<file path="src/rtl/dmac_cfg_pkg.sv">
// Shared register map, command/status bit positions and channel FSM type
// for the multi-channel DMA configuration register file.
package dmac_cfg_pkg;

    localparam logic [7:0] SRC_OFS       = 8'h00;
    localparam logic [7:0] DST_OFS       = 8'h04;
    localparam logic [7:0] LEN_OFS       = 8'h08;
    localparam logic [7:0] CMD_OFS       = 8'h0C;
    localparam logic [7:0] VERSION_ADDR  = 8'hF0;
    localparam logic [7:0] INT_STAT_ADDR = 8'hF4;
    localparam logic [7:0] INT_MASK_ADDR = 8'hF8;

    localparam int CH_STRIDE     = 16;
    localparam int CMD_START_BIT = 0;
    localparam int STAT_BUSY_BIT = 0;
    localparam int STAT_DONE_BIT = 1;
    localparam int STAT_ERR_BIT  = 2;

    localparam logic [31:0] VERSION = 32'h0002_0000;

    typedef enum logic {
        CH_IDLE = 1'b0,
        CH_BUSY = 1'b1
    } chState_e;

endpackage

</file>
<file path="src/rtl/dmac_cfg_ch.sv">
// One DMA channel: SRC/DST/LEN registers, IDLE/BUSY FSM and start pulse.
// Optional alignment check on SRC/DST writes via DMAC_CFG_ALIGN_CHK_EN.
module dmac_cfg_ch
    import dmac_cfg_pkg::*;
#(
    parameter int LEN_W = 16
) (
    input  logic             clk,
    input  logic             rst_n,
    input  logic             i_wrSrc,
    input  logic             i_wrDst,
    input  logic             i_wrLen,
    input  logic             i_wrCmd,
    input  logic [31:0]      i_wdata,
    input  logic             i_done,
    output logic [31:0]      o_src,
    output logic [31:0]      o_dst,
    output logic [LEN_W-1:0] o_len,
    output logic             o_start,
    output logic             o_busy,
    output logic             o_done,
    output logic             o_err,
    output logic             o_doneEvt
);

    chState_e         r_state;
    chState_e         w_stateNxt;
    logic             w_startAcc;
    logic             w_doneAcc;
    logic             w_unlocked;
    logic             w_aligned;
    logic [31:0]      r_src;
    logic [31:0]      r_dst;
    logic [LEN_W-1:0] r_len;
    logic             r_start;
    logic             r_done;

`ifdef DMAC_CFG_ALIGN_CHK_EN
    assign w_aligned = (i_wdata[1:0] == 2'b00);
`else
    assign w_aligned = 1'b1;
`endif

    assign w_unlocked = (r_state == CH_IDLE);

    always_ff @(posedge clk or posedge rst_n) begin
        if (rst_n) begin
            r_state <= CH_IDLE;
        end else begin
            r_state <= w_stateNxt;
        end
    end

    // In BUSY a start write can never be accepted, so done always wins.
    always_comb begin
        w_stateNxt = r_state;
        w_startAcc = 1'b0;
        w_doneAcc  = 1'b0;
        case (r_state)
            CH_IDLE: begin
                if (i_wrCmd && i_wdata[CMD_START_BIT] && (r_len != '0)) begin
                    w_startAcc = 1'b1;
                    w_stateNxt = CH_BUSY;
                end
            end
            CH_BUSY: begin
                if (i_done) begin
                    w_doneAcc  = 1'b1;
                    w_stateNxt = CH_IDLE;
                end
            end
            default: w_stateNxt = CH_IDLE;
        endcase
    end

    always_ff @(posedge clk or posedge rst_n) begin
        if (rst_n) begin
            r_src   <= '0;
            r_dst   <= '0;
            r_len   <= '0;
            r_start <= 1'b0;
            r_done  <= 1'b0;
        end else begin
            if (w_unlocked && i_wrSrc && w_aligned) r_src <= i_wdata;
            if (w_unlocked && i_wrDst && w_aligned) r_dst <= i_wdata;
            if (w_unlocked && i_wrLen)              r_len <= i_wdata[LEN_W-1:0];
            r_start <= w_startAcc;
            if (w_startAcc) begin
                r_done <= 1'b0;
            end else if (w_doneAcc) begin
                r_done <= 1'b1;
            end
        end
    end

`ifdef DMAC_CFG_ALIGN_CHK_EN
    logic r_err;

    // Sticky until the next accepted start.
    always_ff @(posedge clk or posedge rst_n) begin
        if (rst_n) begin
            r_err <= 1'b0;
        end else if (w_startAcc) begin
            r_err <= 1'b0;
        end else if (w_unlocked && (i_wrSrc || i_wrDst) && !w_aligned) begin
            r_err <= 1'b1;
        end
    end

    assign o_err = r_err;
`else
    assign o_err = 1'b0;
`endif

    assign o_src     = r_src;
    assign o_dst     = r_dst;
    assign o_len     = r_len;
    assign o_start   = r_start;
    assign o_busy    = (r_state == CH_BUSY);
    assign o_done    = r_done;
    assign o_doneEvt = w_doneAcc;

endmodule

</file>
<file path="src/rtl/dmac_cfg_regfile.sv">
// Multi-channel DMA configuration register file: decode, read mux, interrupts.
// Optional SRC/DST alignment check enabled by defining DMAC_CFG_ALIGN_CHK_EN.
module dmac_cfg_regfile
    import dmac_cfg_pkg::*;
#(
    parameter int CH_CNT = 4,
    parameter int ADDR_W = 8,
    parameter int LEN_W  = 16
) (
    input  logic                    clk,
    input  logic                    rst_n,
    input  logic                    wren_i,
    input  logic                    rden_i,
    input  logic [ADDR_W-1:0]       addr_i,
    input  logic [31:0]             wdata_i,
    output logic [31:0]             rdata_o,
    output logic [CH_CNT*32-1:0]    src_o,
    output logic [CH_CNT*32-1:0]    dst_o,
    output logic [CH_CNT*LEN_W-1:0] len_o,
    output logic [CH_CNT-1:0]       start_o,
    input  logic [CH_CNT-1:0]       done_i,
    output logic                    irq_o
);

    localparam int STRIDE_LSB = $clog2(CH_STRIDE);
    localparam int CHW        = ADDR_W - STRIDE_LSB;
    localparam logic [STRIDE_LSB-1:0] OFS_SRC = STRIDE_LSB'(SRC_OFS);
    localparam logic [STRIDE_LSB-1:0] OFS_DST = STRIDE_LSB'(DST_OFS);
    localparam logic [STRIDE_LSB-1:0] OFS_LEN = STRIDE_LSB'(LEN_OFS);
    localparam logic [STRIDE_LSB-1:0] OFS_CMD = STRIDE_LSB'(CMD_OFS);

    logic [ADDR_W-1:0]     w_addr;
    logic [CHW-1:0]        w_chIdx;
    logic [STRIDE_LSB-1:0] w_ofs;
    logic                  w_unusedAddr;
    logic                  w_isVer;
    logic                  w_isStat;
    logic                  w_isMask;
    logic [CH_CNT-1:0]     w_chSel;
    logic [CH_CNT-1:0]     w_busy;
    logic [CH_CNT-1:0]     w_done;
    logic [CH_CNT-1:0]     w_err;
    logic [CH_CNT-1:0]     w_doneEvt;
    logic [CH_CNT-1:0]     w_w1c;
    logic [31:0]           w_src [CH_CNT];
    logic [31:0]           w_dst [CH_CNT];
    logic [LEN_W-1:0]      w_len [CH_CNT];
    logic [31:0]           w_rdData;
    logic [31:0]           r_rdata;
    logic [CH_CNT-1:0]     r_intStat;
    logic [CH_CNT-1:0]     r_intMask;
    logic                  r_irq;

    assign w_addr       = {addr_i[ADDR_W-1:2], 2'b00};
    assign w_unusedAddr = ^addr_i[1:0];
    assign w_chIdx      = w_addr[ADDR_W-1:STRIDE_LSB];
    assign w_ofs        = w_addr[STRIDE_LSB-1:0];
    assign w_isVer      = (w_addr == ADDR_W'(VERSION_ADDR));
    assign w_isStat     = (w_addr == ADDR_W'(INT_STAT_ADDR));
    assign w_isMask     = (w_addr == ADDR_W'(INT_MASK_ADDR));
    assign w_w1c        = (wren_i && w_isStat) ? wdata_i[CH_CNT-1:0] : '0;

    for (genvar n = 0; n < CH_CNT; n++) begin : g_ch
        assign w_chSel[n] = (w_chIdx == CHW'(n));

        dmac_cfg_ch #(
            .LEN_W(LEN_W)
        ) u_ch (
            .clk      (clk),
            .rst_n    (rst_n),
            .i_wrSrc  (wren_i && w_chSel[n] && (w_ofs == OFS_SRC)),
            .i_wrDst  (wren_i && w_chSel[n] && (w_ofs == OFS_DST)),
            .i_wrLen  (wren_i && w_chSel[n] && (w_ofs == OFS_LEN)),
            .i_wrCmd  (wren_i && w_chSel[n] && (w_ofs == OFS_CMD)),
            .i_wdata  (wdata_i),
            .i_done   (done_i[n]),
            .o_src    (w_src[n]),
            .o_dst    (w_dst[n]),
            .o_len    (w_len[n]),
            .o_start  (start_o[n]),
            .o_busy   (w_busy[n]),
            .o_done   (w_done[n]),
            .o_err    (w_err[n]),
            .o_doneEvt(w_doneEvt[n])
        );

        assign src_o[n*32 +: 32]       = w_src[n];
        assign dst_o[n*32 +: 32]       = w_dst[n];
        assign len_o[n*LEN_W +: LEN_W] = w_len[n];
    end

    // Reads see pre-write state, so a same-cycle write to the read address is invisible.
    always_comb begin
        w_rdData = '0;
        if (w_isVer) begin
            w_rdData = VERSION;
        end else if (w_isStat) begin
            w_rdData = 32'(r_intStat);
        end else if (w_isMask) begin
            w_rdData = 32'(r_intMask);
        end
        for (int n = 0; n < CH_CNT; n++) begin
            if (w_chSel[n]) begin
                case (w_ofs)
                    OFS_SRC: w_rdData = w_src[n];
                    OFS_DST: w_rdData = w_dst[n];
                    OFS_LEN: w_rdData = 32'(w_len[n]);
                    OFS_CMD: begin
                        w_rdData[STAT_BUSY_BIT] = w_busy[n];
                        w_rdData[STAT_DONE_BIT] = w_done[n];
                        w_rdData[STAT_ERR_BIT]  = w_err[n];
                    end
                    default: w_rdData = '0;
                endcase
            end
        end
    end

    // A done event in the same cycle as a W1C clear leaves the bit set.
    always_ff @(posedge clk or posedge rst_n) begin
        if (rst_n) begin
            r_rdata   <= '0;
            r_intStat <= '0;
            r_intMask <= '0;
            r_irq     <= 1'b0;
        end else begin
            if (rden_i) r_rdata <= w_rdData;
            if (wren_i && w_isMask) r_intMask <= wdata_i[CH_CNT-1:0];
            r_intStat <= (r_intStat & ~w_w1c) | w_doneEvt;
            r_irq     <= |(r_intStat & r_intMask);
        end
    end

    assign rdata_o = r_rdata;
    assign irq_o   = r_irq;

endmodule

</file>
<file path="config.mk">
export PLATFORM = sky130hd
export DESIGN_NAME = dmac_cfg_regfile
export DESIGN_NICKNAME = d
export VERILOG_FILES = /design/src/rtl/dmac_cfg_pkg.sv /design/src/rtl/dmac_cfg_ch.sv /design/src/rtl/dmac_cfg_regfile.sv
export SDC_FILE = /design/constraint.sdc
export NUM_CORES = 1
export LEC_CHECK = 0
export ABC_AREA = 0
export BUFFER_PORTS_ARGS = -buffer_cell sky130_fd_sc_hd__buf_2
export CAP_MARGIN = 20
export CORE_MARGIN = 5
export CORE_UTILIZATION = 50
export DETAILED_ROUTE_END_ITERATION = 6
export GPL_TIMING_DRIVEN = 0
export PLACE_DENSITY = 0.86
export SLEW_MARGIN = 10
export SYNTH_ARGS = -nofsm -noshare
export SYNTH_HDL_FRONTEND = slang
export SYNTH_SLANG_ARGS = --single-unit
</file>
<file path="constraint.sdc">
create_clock -name clk -period 35.7 [get_ports clk]
set_input_delay 8.925 -clock clk [delete_from_list [all_inputs] [get_ports clk]]
set_output_delay 8.925 -clock clk [all_outputs]
set_load 0.1 [all_outputs]
</file>
==> metrics.csv <==
stage;metric;value;unit
run_status;status;completed;
floorplanning;Cell Rows;67;
hold_path;hold path cells;2;
cells_and_area;layout cells sized above 1;49.40;%
global_route;GRT Util Overall;31.29;%
cts;worst-case clock buffer depth;3;
cts;total CTS buffers;40;
synth;post-synth cell types;42;
synth;Synth warnings;0;
sta;worst hold slack;0.5247;ns
pwr;Sw Pwr;0.6955;mW
synth;post-synthesis net count;1327;
floorplanning;Core Area;33360;um2
routing;DR pass1 iterations;5;
flow_run;Max Cap Violations;0;
pwr;Leakage;10.77;nW
hold_path;Hold Path Sink;g_ch[2].u_ch.o_done$_DFFE_PP0P_;
global_route;largest net degree at the start of global routing;113;
synth;Commonest cells post-synth;dfrtp_1, mux2_2, mux2i_1, nor2_1, nand2_1;
synth;ys flop type;dfrtp_1;
cts;Clock Latency Late Sink;0.55;ns
place;Post-DP HPWL;44780;um
setup_path;CP Launch Type;input port;
synth;count leader, synth;dfrtp_1;
cells_and_area;Area Growth Syn to Fin;23.31;%
floorplanning;Die X;193.3;um
hold_path;Worst Hold Launch;g_ch[2].u_ch.o_done$_DFFE_PP0P_;
routing;Via density;6.090;
sta;Final Hold Vio Count;0;
sta;Final setup viols;0;
synth;flops & latches, synth;373;
setup_path;worst reg-to-reg setup slack;33.46;ns
setup_path;R2R depth;4;
synth;Synth area leader;dfrtp_1;
cts;Reg clk slew, reported paths;0.06;ns
sta;Post-Route Setup TNS;0;ns
setup_path;Worst Path Max Fanout;10;
pwr;pwr dens;72.32;nW/um2
pwr;Seq pwr share;35.1;%
global_route;GRT overflow;0;
setup_path;Worst Path Arrival;11.36;ns
setup_path;worst r2r dst;g_ch[0].u_ch.o_dst[20]$_DFFE_PP0P_;
pwr;sw frac;46.41;%
synth;Post-synth EDFFs;0;
floorplanning;die height;193.3;um
sta;Max Clock Skew;0.03235;ns
cells_and_area;Final nets;1771;
synth;Synth area leaders;dfrtp_1, mux2_2, mux2i_1;
synth;synthesized area per cell;13.14;um2
floorplanning;Ports;405;
global_route;vias in the first global route;14070;
cts;post-CTS setup buffers;0;
pwr;Clock power frac;27.0;%
routing;routed len/inst;27.51;um
place;Placer Congestion;0.9590;
setup_path;R2R Path Start;g_ch[0].u_ch.o_busy$_DFF_PP0_;
cts;H-tree depth;2;
synth;post-synth top area share;55.54;%
synth;FFs w/ async S/R, synth;100.0;%
routing;Detailed Route WL;60600;um
global_route;first-pass GRT wire length;90270;um
pwr;Worst VDD drop;0.06589;mV
pwr;Comb pwr share;37.9;%
sta;highest clock rate;0.09159;GHz
routing;# DRC;0;
sta;Slew headroom;35.54;%
cts;# clock sinks;373;
global_route;initial antenna violation count;4;
cts;CTS Root Cell;clkbuf_16;
floorplanning;die area;37380;um2
place;IO Port Bufs;399;
setup_path;CP cell instances;buf_2, buf_1, nand3_1, clkbuf_1, o22ai_1, nor2_1, a21oi_1;
setup_path;Worst Path Required;36.14;ns
setup_path;critical path capture point type;flop;
pwr;internal power;0.8031;mW
setup_path;max incr delay on CP;0.64;ns
pwr;Tot Pwr;1.499;mW
synth;Synth Instances;1279;
cts;Hold-fix buffers, CTS;0;
hold_path;Hold Path Class;flop to flop;
routing;via count;13420;
floorplanning;Initial Utilization;50.37;%
sta;Slew Limit Fails;0;
routing;Initial DRC Count;962;
sta;Slew @ Worst Pin;0.9669;ns
sta;RSZ-0062 raised after global routing;no;
routing;post-route antenna net violation count;0;
place;Cell Area, Placed;19450;um2
synth;Mapped Area;16800;um2
cts;CTS tree;built;
setup_path;Setup CP Type;input port to flop;
synth;sequential area share after synthesis;55.54;%
cts;post_cts resized;0;
setup_path;critical path's slowest cell;nand3_1;
cells_and_area;Finished Cell Area;20720;um2
sta;period utilization;30.58;%
sta;Tmin final;10.92;ns
metrics by stage:
| stage | util, % | std cells | setup slack [ns] |
|---|---|---|---|
| detailed placement | 58.30 | 2129 | 24.25 |
| global route | 62.09 | 2201 | 24.62 |
| floorplan | - | 1279 | 16.42 |
| CTS | 62.08 | 2199 | 24.79 |
| finish | 62.11 | 2203 | 24.78 |
| global placement | 58.03 | 2126 | 12.82 |
critical path: cells and delay by family:
family	cells	cell delay [ns]
AOI/OAI and AO/OA	2	0.43
buffers and inverters	3	1.27
and+or+nand+nor	2	0.73
state kept, by name (all words and copies together), names as in the netlist:
register           count
g_ch.u_ch.o_len       64
g_ch.u_ch.o_src      128
rdata_o               32
r_intMask              4
irq_o                  1
g_ch.u_ch.o_done       4
r_intStat              4
g_ch.u_ch.o_dst      128
g_ch.u_ch.o_start      4
g_ch.u_ch.o_busy       4
cells in the final DEF, fill, tap and decap left out, types with 32 or more instances in the layout:
master / Yosys / layout
clkbuf_1: 36 / 49
nand2_1: 52 / 52
o22ai_1: 32 / 32
mux2_2: 346 / 346
nor2_1: 68 / 68
buf_2: 34 / 433
mux2i_1: 106 / 106
clkbuf_16: 0 / 40
dfrtp_1: 373 / 373
o21ai_0: 38 / 38
cell families (layout without fill, tap and decap cells):
| family | Yosys count | after routing | synth area share, % |
|---|---|---|---|
| AOI/OAI and AO/OA | 167 | 167 | 6.321 |
| buffers and inverters | 102 | 574 | 2.799 |
| DFF | 373 | 373 | 55.54 |
| muxes | 460 | 460 | 30.30 |
| other | 0 | 4 | 0 |
| and+or+nand+nor | 177 | 177 | 5.033 |
routing by layer:
| metal | vias up | wire [um] | GRT usage (%) |
|---|---|---|---|
| li1 | 5570 | - | - |
| met1 | 6850 | 22280 | 38.31 |
| met2 | 825 | 29330 | 52.11 |
| met3 | 168 | 6352 | 9.636 |
| met4 | 4 | 2608 | 12.54 |
| met5 | - | 27 | 0 |
worst max path at each step:
| stage | start | to | slack, ns | depth (start not counted) |
|---|---|---|---|---|
| after floorplan | rst_n | g_ch[0].u_ch.o_busy$_DFF_PP0_ | 16.42 | 1 |
| after global placement | rst_n | g_ch[3].u_ch.o_dst[12]$_DFFE_PP0P_ | 12.82 | 2 |
| after detailed placement | addr_i[4] | rdata_o[18]$_DFFE_PP0P_ | 24.25 | 7 |
| after global routing | addr_i[4] | rdata_o[18]$_DFFE_PP0P_ | 24.62 | 7 |
| final | addr_i[4] | rdata_o[18]$_DFFE_PP0P_ | 24.78 | 7 |
| after CTS | addr_i[4] | rdata_o[18]$_DFFE_PP0P_ | 24.79 | 7 |
final cells by class:
cell class	instances	area (um2)
Fill cell	2603	12640
Sequential cell	373	9334
Multi-Input combinational cell	804	7000
Timing Repair Buffer	402	2079
Clock buffer	61	1160
Tap cell	448	560.5
Buffer	94	440.4
Clock inverter	9	100.1
Inverter	8	37.54
Antenna cell	4	10.01
power groups by stage:
stage               logic [mW]  clock network (mW)  registers, mW
finish                   0.569               0.404          0.526
global route             0.583               0.425          0.531
CTS                      0.570               0.407          0.524
detailed placement       0.568                   0          0.531
global placement         0.561                   0          0.527
floorplan               0.0908                   0          0.892
Power figures use the tool's default switching activity.
